$ cat config.mk
export PLATFORM = sky130hd
export DESIGN_NAME = ws2811_serializer
export DESIGN_NICKNAME = d
export VERILOG_FILES = /design/src/rtl/ws2811_serializer.sv
export SDC_FILE = /design/constraint.sdc
export NUM_CORES = 1
export LEC_CHECK = 0
export BUFFER_PORTS_ARGS = -buffer_cell sky130_fd_sc_hd__buf_2
export CORE_MARGIN = 2
export CORE_UTILIZATION = 63
export DETAILED_ROUTE_END_ITERATION = 8
export PLACE_DENSITY = 0.91
export SLEW_MARGIN = 20
export SYNTH_ARGS = -nofsm -noshare
export SYNTH_HDL_FRONTEND = slang
export SYNTH_SLANG_ARGS = --single-unit
$ cat constraint.sdc
create_clock -name clk -period 3.9 [get_ports clk]
set_input_delay 0.195 -clock clk [delete_from_list [all_inputs] [get_ports clk]]
set_output_delay 0.195 -clock clk [all_outputs]
set_load 0.05 [all_outputs]
$ cat src/rtl/ws2811_serializer.sv
// WS2811 NRZ serializer: latches one pixel colour per LOAD and shifts 24 pulse-width-coded bits.
// Define WS2811_GRB_ORDER_EN to load {green, red, blue} for WS2812-type strings.
`timescale 1ns/1ps
module ws2811_serializer #(
    parameter int NUM_LEDS     = 50,
    parameter int T0H          = 20,
    parameter int T1H          = 40,
    parameter int TBIT         = 63,
    parameter int RESET_CYCLES = 3000
) (
    input  logic       clk,
    input  logic       rst_n,
    input  logic       enable,
    input  logic [7:0] red,
    input  logic [7:0] green,
    input  logic [7:0] blue,
    output logic [7:0] ledindex,
    output logic       dout,
    output logic       busy,
    output logic       frame_done
);

    localparam int BW = (TBIT > 1) ? $clog2(TBIT) : 1;
    localparam int GW = (RESET_CYCLES > 1) ? $clog2(RESET_CYCLES) : 1;

    localparam logic [BW-1:0] TBIT_M1 = BW'(TBIT - 1);
    localparam logic [BW-1:0] T0H_W   = BW'(T0H);
    localparam logic [BW-1:0] T1H_W   = BW'(T1H);
    localparam logic [GW-1:0] GAP_M1  = GW'(RESET_CYCLES - 1);
    localparam logic [7:0]    LAST    = 8'(NUM_LEDS - 1);

    typedef enum logic [1:0] {
        GAP,
        IDLE,
        SEND
    } state_t;

    state_t        state;
    logic [GW-1:0] gapcnt;
    logic [BW-1:0] bitcnt;
    logic [4:0]    bitidx;
    logic [7:0]    pixcnt;
    logic [23:0]   sreg;

    logic [23:0]   color;
    logic [7:0]    next_idx;
    logic [BW-1:0] bitcnt_inc;
    logic [BW-1:0] thr;
    logic          bit_last;
    logic          pix_last;
    logic          more_pix;
    logic          hi_nx;

`ifdef WS2811_GRB_ORDER_EN
    assign color = {green, red, blue};
`else
    assign color = {red, green, blue};
`endif

    assign next_idx   = (ledindex == LAST) ? 8'd0 : ledindex + 8'd1;
    assign bitcnt_inc = bitcnt + 1'b1;
    assign thr        = sreg[23] ? T1H_W : T0H_W;
    assign bit_last   = (bitcnt == TBIT_M1);
    assign pix_last   = (bitidx == 5'd23);
    assign more_pix   = (pixcnt < LAST);
    // dout is registered from the bit counter value the next cycle will hold
    assign hi_nx      = (bitcnt_inc < thr);

    always_ff @(posedge clk or negedge rst_n) begin
        if (!rst_n) begin
            state      <= GAP;
            gapcnt     <= '0;
            bitcnt     <= '0;
            bitidx     <= '0;
            pixcnt     <= '0;
            sreg       <= '0;
            ledindex   <= '0;
            dout       <= 1'b0;
            busy       <= 1'b0;
            frame_done <= 1'b0;
        end else begin
            frame_done <= 1'b0;
            unique case (state)
                GAP: begin
                    dout <= 1'b0;
                    if (gapcnt == GAP_M1) begin
                        gapcnt <= '0;
                        if (enable) begin
                            sreg     <= color;
                            ledindex <= next_idx;
                            pixcnt   <= ledindex;
                            bitcnt   <= '0;
                            bitidx   <= '0;
                            dout     <= 1'b1;
                            busy     <= 1'b1;
                            state    <= SEND;
                        end else begin
                            state <= IDLE;
                        end
                    end else begin
                        gapcnt <= gapcnt + 1'b1;
                    end
                end
                IDLE: begin
                    dout <= 1'b0;
                    if (enable) begin
                        sreg     <= color;
                        ledindex <= next_idx;
                        pixcnt   <= ledindex;
                        bitcnt   <= '0;
                        bitidx   <= '0;
                        dout     <= 1'b1;
                        busy     <= 1'b1;
                        state    <= SEND;
                    end
                end
                SEND: begin
                    if (bit_last) begin
                        bitcnt <= '0;
                        if (pix_last && more_pix) begin
                            sreg     <= color;
                            ledindex <= next_idx;
                            pixcnt   <= ledindex;
                            bitidx   <= '0;
                            dout     <= 1'b1;
                        end else if (pix_last) begin
                            gapcnt     <= '0;
                            dout       <= 1'b0;
                            busy       <= 1'b0;
                            frame_done <= 1'b1;
                            state      <= GAP;
                        end else begin
                            sreg   <= {sreg[22:0], 1'b0};
                            bitidx <= bitidx + 5'd1;
                            dout   <= 1'b1;
                        end
                    end else begin
                        bitcnt <= bitcnt_inc;
                        dout   <= hi_nx;
                    end
                end
                default: begin
                    state <= GAP;
                    dout  <= 1'b0;
                    busy  <= 1'b0;
                end
            endcase
        end
    end

endmodule
==> impl_results.md, run 1 <==
* Element type at the critical path start: flop
* Full die area at 0.00621 mm2
* Worst Slack Setup Final at 1350 ps
* CTS clk-pin slew, worst paths at 70 ps
* Synth Area in Simple Gates at 0.169
* Num ports at 38
* Routability congestion estimate at 0.869
* Unique cell type count in the Yosys netlist at 56
* Dpl cells at 437
* Syn nets at 376
* Critical-path maximum fanout at 30
* TNS Setup at 0 ps
* Internal at 1.29 mW
* Clock skew at 6.96 ps
* Mux cell area share after synthesis at 0.102
* Final wirelength at 6920 um
* Main combinational cell family by area after synthesis: simple AND/OR/NAND/NOR gates
* Sequential share of power at 0.467
* Least-Margin Pin Slew at 835 ps
* Share of the synthesized area in the top cell type at 0.483
* Hold/Removal Path Class: in -> reg
* Largest net degree at the start of global routing at 51
* Starting DRT DRC Count at 191
* CP required at 4120 ps
* Routed vias/inst at 5.91
* Layout fillers at 367
* Net Sw Frac at 0.256
* Tightest hold margin at 34.3 ps
* Syn_area_per_cell at 10.4 um2
* Clock power share at 0.402
* WS Path Type: reg -> reg
* Critical path arrival at 2770 ps
* Post-synthesis xor/xnor area fraction at 0.0224
* Slew Limit Fails at 0
* Period utilization at 0.653
* Post-route minimum period at 2550 ps
* Drt drc at 0
* Area contributors post-synth: dfrtp_1 (48%), mux2i_1 (7.7%), nand2_1 (4.7%)
* Clock Latency Late Sink at 340 ps
* Chip Height at 78.8 um
* Gate power share at 0.131
* Post-CTS setup buffers at 0
* Finished Cell Area at 0.00401 mm2
* Status: complete, no violations
* Mapped Area at 0.00352 mm2
* # rows at 27
* CTS Sinks at 68
* CTS Buf Count at 9
* Grt ovf at 0
* Final Hold Fails at 0
* F_max at 393 MHz
* Initial Util at 0.648
* Post-Synth Adder-Cell Area at 0.0320
* Share of cells above drive strength 1 at 0.204
* ANT nets after route at 0
* PortBufs at 37
* Main synth FF type: dfrtp_1
* Layout Cells excl Fill at 454
* Htree depth at 3
* Post-DP Area at 0.00374 mm2
* Vias in the first global route at 2549
* Via Count at 2685
* Post-synth ARST share at 1.00
* WL/cell at 15.2 um
* Crit end category: flop
* Worst rel slew slack at 0.436
* Worst VDD drop at 0.282 mV
* Setup repair after global routing missed its margin: no
* Hpwl dp at 4740 um
* DIE WIDTH at 78.8 um
* NetSw at 442 uW
* Synth-to-Final Area Change at 13.9%
* Cell taking the most area after synthesis: dfrtp_1
* Ant diodes at 0
* CTS max path bufs at 2
* First-pass GRT wire length at 11500 um
* Initial antenna violation count at 0
* Leakage at 1.92 nW
* Post-synthesis compound-gate area fraction at 0.158
* Cell Pwr Density at 431 mW/mm2
* Max Cap Viol at 0
* Pre-CTS setup slack at 1320 ps
* Drt first pass iters at 5
* Total core area at 0.00544 mm2
* Resize count post-CTS at 0
* Post-synth EDFFs at 0
* Pwr Total at 1.73 mW
* Synth Instances at 340
* Post-synthesis sequential area ratio at 0.483
* Fin util at 0.738
* Fin nets at 414
* Final setup fails at 0
* CTS root buf: clkbuf_8
* #FFs+latches synth at 68
* Synthesis Warnings at 0
* GRT Total Usage at 0.242
* CTS tree: built
final timing paths:
check / startpoint / endpoint / slack, ps / cells past startpoint
hold / removal: enable / state[0]$_DFFE_PN0P_ / 30 / 2
setup / recovery: pixcnt[3]$_DFFE_PN0P_ / sreg[22]$_DFFE_PN0P_ / 1350 / 5
setup reg to reg: pixcnt[3]$_DFFE_PN0P_ / sreg[22]$_DFFE_PN0P_ / 1350 / 5
max in group asynchronous: rst_n / pixcnt[4]$_DFFE_PN0P_ / 2800 / 3
min in group asynchronous: rst_n / sreg[5]$_DFFE_PN0P_ / 400 / 2
hold reg to reg: sreg[2]$_DFFE_PN0P_ / sreg[2]$_DFFE_PN0P_ / 480 / 2
synth_stat cells, types with 3 or more instances:
master and number:
nand2_1 44, nor2_1 18, xor2_1 5, xnor2_1 4, inv_1 7, dfrtp_1 68
o21ai_1 6, o21ai_0 24, mux2i_1 27, mux2_2 8, o21ai_2 4, o31ai_1 4
nand4b_1 3, or4_1 4, nand3_1 14, nor4_1 4, a32o_1 5, nand2b_1 4
o211ai_1 3, a22o_1 4, nor3_1 9, a21o_1 3, ha_1 9, a21oi_1 9
clkbuf_1 9
kinds of logic after synthesis:
logic type | count (synthesis)
and+or+nand+nor | 117
AOI/OAI and AO/OA | 81
DFF | 68
muxes | 35
buffers and inverters | 21
xor gates and xnor gates | 9
adders and majority gates | 9
cell usage in the layout (no fill, tap or decap), types with 3 or more instances in the layout:
cell / n
o21ai_2: 4
o21ai_0: 24
nor3_1: 9
ha_1: 9
bufinv_16: 3
dfrtp_1: 68
a22o_1: 4
nand4b_1: 3
nand2b_1: 4
nand2_1: 44
o31ai_1: 4
nand3_1: 14
o211ai_1: 3
o21ai_1: 6
xor2_1: 5
mux2_2: 8
nor4_1: 4
a21o_1: 3
inv_1: 7
a21oi_1: 9
buf_2: 36
buf_4: 3
xnor2_1: 4
nor2_1: 18
a32o_1: 5
or4_1: 4
mux2i_1: 27
clkbuf_8: 10
registers in the layout, indices dropped and copies added, names as in the netlist, 2 cells and up:
| signal | count |
|---|---|
| sreg | 24 |
| gapcnt | 12 |
| ledindex | 8 |
| pixcnt | 8 |
| bitcnt | 6 |
| bitidx | 5 |
| state | 2 |
timing repair:
action	4_1_cts	5_1_grt
hold buffers	0	1
endpoints found under the hold margin	0	48
endpoints found under the setup margin	0	0
routing by layer:
metal,up-vias,part of all wire,track usage
met5,-,0,0
met4,0,0.018,0.112
met3,10,0.040,0.0568
met2,57,0.51,0.393
met1,1293,0.43,0.310
li1,1325,-,-
worst max-delay path, stage by stage (launching register included):
cell and delay (ps):
dfrtp_1 380, or4_4 560, a311oi_2 330, nand2b_2 730, mux2i_1 290, o21ai_0 120
area by class of cell:
cell class,instances,area [um2],area share
multi-input combinational,251,1720,0.428
timing repair buffer,41,240,0.0599
clock buffer,10,138,0.0343
tap,72,90.1,0.0224
sequential,68,1700,0.424
inverter,7,26.3,0.00655
clock inverter,5,100,0.0249
power by group through the flow:
stage                     clock network, mW  logic, mW  registers (mW)
final                                 0.695      0.226           0.809
after global routing                  0.743      0.256           0.817
after detailed placement                  0      0.227           0.820
after floorplan                           0      0.159           0.817
after global placement                    0      0.214           0.819
after CTS                             0.707      0.228           0.807
No activity file was read; power rests on OpenSTA's default activity.
==> inputs of run 2 (changes only) <==
- CORE_UTILIZATION: 63 -> 53
- PLACE_DENSITY: 0.91 -> 0.82
- clock period: 3.9 -> 2.1 ns (I/O delays scaled with it)
==> impl_results.md, run 2 (synthesis gave the netlist of run 1 again) <==
* Status: complete, no violations
* Pwr Total at 2.95 mW (+70%)
* Htree depth at 3 (unchanged)
* Max incr delay on CP at 580 ps (-150 ps)
* Setup repair after global routing missed its margin: yes
* Num ports at 38 (unchanged)
* CTS clk-pin slew, worst paths at 70 ps (about the same)
* R2R cell count at 5 (unchanged)
* Via Count at 2731 (+1.7%)
* TNS Setup at 0 ps (unchanged)
* Final setup fails at 0 (unchanged)
* F_max at 481 MHz (+23%)
* Beginning of the worst hold path: blue[0]
* Worst rel slew slack at 0.602 (+0.166)
* Finished Cell Area at 0.00423 mm2 (+5.5%)
* Ant diodes at 0 (unchanged)
* CTS root buf: clkbuf_8
* PortBufs at 37 (unchanged)
* WS Path Type: reg -> reg
* Synth-to-Final Area Change at 20.1%
* Clock Latency Late Sink at 350 ps (about the same)
* Full die area at 0.00732 mm2 (+18%)
* Biggest regs: sreg (24), gapcnt (12)
* Critical path arrival at 2370 ps (-400 ps)
* Initial Util at 0.552 (-0.0961)
* Slowest CP cell: or4_4
* Worst Slack Setup Final at 20.6 ps (-1330 ps)
* Tightest hold margin at 19.8 ps (-14.5 ps)
* Routability congestion estimate at 0.857 (-1.4%)
* Fin util at 0.663 (-0.0752)
* CP Cell Sequence: or4_4 -> o211a_4 -> a22o_1 -> or4_1 -> nand2_1
* Fin nets at 440 (+6.3%)
* Reg2reg end: gapcnt[9]$_DFFE_PN0P_
* Dpl cells at 467 (+6.9%)
* Drt first pass iters at 5 (unchanged)
* Final Hold Fails at 0 (unchanged)
* Post-route minimum period at 2080 ps (-468 ps)
* Most frequent cells in the layout: dfrtp_1 (68), nand2_1 (44), buf_2 (37)
* Share of cells above drive strength 1 at 0.269 (+0.0648)
* Clock skew at 7.85 ps (+0.891 ps)
* Final wirelength at 7130 um (+3.1%)
* Initial antenna violation count at 0 (unchanged)
* Hold path endpoint: sreg[0]$_DFFE_PN0P_
* GRT Total Usage at 0.208 (-0.0350)
* Reg2reg start: pixcnt[3]$_DFFE_PN0P_
* Largest register FFs at 24 (unchanged)
* Element type at the critical path start: flop
* Hold/Removal Path Class: in -> reg
* Total core area at 0.00639 mm2 (+17%)
* Most common cell after layout, fill and taps aside: dfrtp_1
* Layout fillers at 503 (+37%)
* WL/cell at 14.7 um (-3.7%)
* Chip Height at 85.5 um (+8.6%)
* WHS Path Cells at 2 (unchanged)
* Reg2Reg Setup Slack at 20 ps (-1330 ps)
* Biggest register: sreg
* CTS max path bufs at 2 (unchanged)
* Least-Margin Pin Slew at 597 ps (-237 ps)
* Cell Pwr Density at 696 mW/mm2 (+61%)
* Largest net degree at the start of global routing at 44 (-14%)
* Slew Limit Fails at 0 (unchanged)
* Drt drc at 0 (unchanged)
* CTS Buf Count at 9 (unchanged)
* DIE WIDTH at 85.5 um (+8.6%)
* CP required at 2390 ps (-1730 ps)
* Period utilization at 0.990 (+0.337)
* ANT nets after route at 0 (unchanged)
* Critical-path maximum fanout at 5 (-83%)
* Layout Cells excl Fill at 486 (+7.0%)
* CTS tree: built
* Vias in the first global route at 2650 (+4.0%)
* Grt ovf at 0 (unchanged)
* Leakage at 2.03 nW (+6.0%)
* Pre-CTS setup slack at -54.0 ps (-1380 ps)
* Post-DP Area at 0.00398 mm2 (+6.5%)
* Worst VDD drop at 0.410 mV (+46%)
* Starting DRT DRC Count at 109 (-43%)
* Routed vias/inst at 5.62 (-5.0%)
* Crit end category: flop
* Max Cap Viol at 0 (unchanged)
* # rows at 29 (+7.4%)
* CTS Sinks at 68 (unchanged)
* Hpwl dp at 5190 um (+9.6%)
* First-pass GRT wire length at 12100 um (+5.0%)
## run 2: cell count changes in the layout (fill, tap and decap cells not counted), moves of 2 or more
cell | previous run | this run
mux2i_2 | 0 | 3
buf_12 | 0 | 4
o21ai_0 | 24 | 17
bufinv_16 | 3 | 0
mux2i_1 | 27 | 24
clkinvlp_4 | 0 | 2
o21ai_1 | 6 | 13
buf_4 | 3 | 24
## run 2: worst max path at each step
stage                              to  slack [ps]                   from  cells past startpoint
2_1_floorplan    sreg[16]$_DFFE_PN0P_          20  pixcnt[3]$_DFFE_PN0P_                      7
3_3_place_gp     sreg[18]$_DFFE_PN0P_          60  pixcnt[3]$_DFFE_PN0P_                      6
3_5_place_dp     sreg[18]$_DFFE_PN0P_         -50  pixcnt[3]$_DFFE_PN0P_                      6
4_1_cts        gapcnt[11]$_DFFE_PN0P_          20  pixcnt[3]$_DFFE_PN0P_                      6
5_1_grt          sreg[14]$_DFFE_PN0P_         -60  pixcnt[3]$_DFFE_PN0P_                      6
6_report        gapcnt[9]$_DFFE_PN0P_          20  pixcnt[3]$_DFFE_PN0P_                      5
## run 2: repair_timing
| item | in CTS | in global routing |
|---|---|---|
| buffers inserted | 0 | 1 |
| gates resized for setup | 2 | 14 |
| setup endpoints to repair | 12 | 29 |
| endpoints found under the hold margin | 26 | 0 |
| hold buffers | 2 | 0 |
| pin swaps | 1 | 2 |
## run 2: area by class of cell
type	instances	area, um2	share of cell area
multi-input combinational	251	1770	0.417
sequential	68	1700	0.402
timing repair buffer	67	465	0.110
clock buffer	10	138	0.0325
tap	77	96.3	0.0228
clock inverter	6	38.8	0.00916
inverter	7	26.3	0.00621
## run 2: metal layers
metal  routed length [um]  GRT usage  part of all wire
met3                  236     0.0375             0.033
met2                 3610      0.343              0.51
met1                 3190      0.269              0.45
met4                   97     0.0895             0.014
met5                    0          0                 0
## run 2: report_power, final
| part | total [mW] | switching [mW] | internal, mW |
|---|---|---|---|
| Combinational | 0.485 | 0.258 | 0.227 |
| Sequential | 1.48 | 0.0926 | 1.39 |
| Clock | 0.977 | 0.519 | 0.458 |
## run 2: worst max-delay path, delay by kind of cell, from the launching register on
family | cells | cell delay, ps
AND/OR/NAND/NOR | 3 | 1130
AO/OA/AOI/OAI | 2 | 510
flip-flops | 1 | 390
==> inputs of run 3 (changes only) <==
- SETUP_SLACK_MARGIN: default -> 0.3
==> impl_results.md, run 3 (synthesis gave the netlist of run 1 again) <==
* DIE WIDTH at 85.5 um (unchanged)
* ANT nets after route at 0 (unchanged)
* Leakage at 2.35 nW (+15%)
* Worst Slack Setup Final at -83.0 ps (-104 ps)
* Final wirelength at 11100 um (+55%)
* CTS tree: built
* Max incr delay on CP at 590 ps (about the same)
* Share of cells above drive strength 1 at 0.447 (+0.178)
* Biggest regs: sreg (24), gapcnt (12)
* Final Hold Fails at 0 (unchanged)
* Routability congestion estimate at 0.898 (+4.8%)
* CP required at 2390 ps (about the same)
* Initial Util at 0.552 (unchanged)
* First-pass GRT wire length at 15200 um (+25%)
* WHS Path Cells at 3 (+1)
* CTS clk-pin slew, worst paths at 80 ps (about the same)
* Element type at the critical path start: flop
* Layout Cells excl Fill at 518 (+6.6%)
* Total core area at 0.00639 mm2 (unchanged)
* CTS Buf Count at 9 (unchanged)
* Status: complete, but fails checks
* Clock skew at 11.7 ps (+3.88 ps)
* Register Area at 0.00171 mm2 (+0.22%)
* R2R cell count at 5 (unchanged)
* Chip Height at 85.5 um (unchanged)
* WS Path Type: reg -> reg
* Reg2reg start: pixcnt[3]$_DFFE_PN0P_
* CP Launch Point: pixcnt[3]$_DFFE_PN0P_
* Slowest CP cell: or4_4
* Footprint of the multi-input gates at 0.00212 mm2 (+20%)
* Finished Cell Area at 0.00502 mm2 (+19%)
* GRT Total Usage at 0.264 (+0.0567)
* Beginning of the worst hold path: red[7]
* Worst rel slew slack at 0.547 (-0.0552)
* Starting DRT DRC Count at 314 (+190%)
* Via Count at 3342 (+22%)
* Critical path arrival at 2470 ps (+100 ps)
* Max Cap Viol at 0 (unchanged)
* Post-DP Area at 0.00400 mm2 (+0.53%)
* Least-Margin Pin Slew at 680 ps (+82.8 ps)
* Cell Pwr Density at 703 mW/mm2 (+1.1%)
* Routed vias/inst at 6.45 (+15%)
* Hold/Removal Path Class: in -> reg
* # rows at 29 (unchanged)
* Slew Limit Fails at 0 (unchanged)
* Fin nets at 472 (+7.3%)
* CP Cell Sequence: or4_4 -> o211a_4 -> a22o_1 -> or4_1 -> nand2_1
* Initial antenna violation count at 0 (unchanged)
* CTS root buf: clkbuf_8
* WL/cell at 21.4 um (+46%)
* Drt first pass iters at 5 (unchanged)
* Pre-CTS setup slack at -33.0 ps (+21.0 ps)
* Post-route minimum period at 2180 ps (+104 ps)
* Setup repair after global routing missed its margin: yes
* Largest net degree at the start of global routing at 48 (+9.1%)
* Crit end category: flop
* Pwr Total at 3.53 mW (+20%)
* Grt ovf at 0 (unchanged)
* Vias in the first global route at 3155 (+19%)
* Hpwl dp at 5330 um (+2.6%)
* Synth-to-Final Area Change at 42.4%
* Biggest register: sreg
* Htree depth at 3 (unchanged)
* Num ports at 38 (unchanged)
* Dpl cells at 463 (-0.86%)
* Layout fillers at 335 (-33%)
* Drt drc at 0 (unchanged)
* Clock Latency Late Sink at 360 ps (about the same)
* CTS max path bufs at 2 (unchanged)
* CTS Sinks at 68 (unchanged)
* PortBufs at 37 (unchanged)
* Failing checks: setup timing
* Final setup fails at 12 (+12)
* Most common cell after layout, fill and taps aside: dfrtp_1
* Most frequent cells in the layout: dfrtp_1 (65), nand2_1 (40), buf_2 (37)
* Critical-path maximum fanout at 4 (-1)
* Ant diodes at 0 (unchanged)
* Period utilization at 1.04 (+0.0493)
* Largest register FFs at 24 (unchanged)
* Tightest hold margin at 17.2 ps (-2.61 ps)
* F_max at 458 MHz (-4.7%)
* Worst VDD drop at 0.827 mV (+100%)
* Full die area at 0.00732 mm2 (unchanged)
[run 3: changes by cell type in the layout (fill, tap and decap cells not counted), sizes merged]
cell and change:
clkinv -2, buf +30, clkinvlp +1, o22ai +1, inv -1, bufbuf +1, bufinv +2
[run 3: critical path: cells and delay by family (launching register included)]
| kind | cells | cell delay [ps] |
|---|---|---|
| simple gates | 3 | 1200 |
| compound gates | 2 | 520 |
| flops | 1 | 390 |
[run 3: worst paths after layout]
check | endpoint | slack (ps)
worst max-delay path | gapcnt[9]$_DFFE_PN0P_ | -80
worst min-delay path | sreg[23]$_DFFE_PN0P_ | 20
min in group asynchronous | sreg[23]$_DFFE_PN0P_ | 260
worst min register to register | sreg[7]$_DFFE_PN0P_ | 490
worst max register to register | gapcnt[9]$_DFFE_PN0P_ | -80
max in group asynchronous | pixcnt[0]$_DFFE_PN0P_ | 1190
[run 3: layer usage]
metal  global-route usage  part of all wire  wire length (um)
met1                0.328              0.38              4180
met2                0.445              0.50              5550
met3               0.0568             0.070               778
met4                0.117             0.053               582
met5                    0                 0                 0
[run 3: stage by stage]
step / setup TNS [ps] / utilization
5_1_grt: -2520 / 0.785
2_1_floorplan: 0 / -
4_1_cts: 0 / 0.731
3_3_place_gp: 0 / 0.627
6_report: -389 / 0.785
3_5_place_dp: -88.6 / 0.627
[run 3: area by class of cell]
cell class | count | share of cell area
Clock buffer | 10 | 0.0274
Tap cell | 77 | 0.0192
Timing Repair Buffer | 98 | 0.167
Sequential cell | 68 | 0.340
Clock inverter | 6 | 0.0175
Multi-Input combinational cell | 252 | 0.423
Inverter | 7 | 0.00524
[run 3: report_power, final]
part | switching [mW] | internal, mW | total, mW
Combinational | 0.399 | 0.387 | 0.787
Sequential | 0.117 | 1.40 | 1.51
Clock | 0.532 | 0.698 | 1.23
[run 3: repair_timing]
item	CTS	global route
gates resized for setup	43	57
setup buffers	20	13
gates cloned	3	1
hold buffers	2	0
hold endpoints to repair	22	0
pin swaps	15	18
setup endpoints to repair	64	65
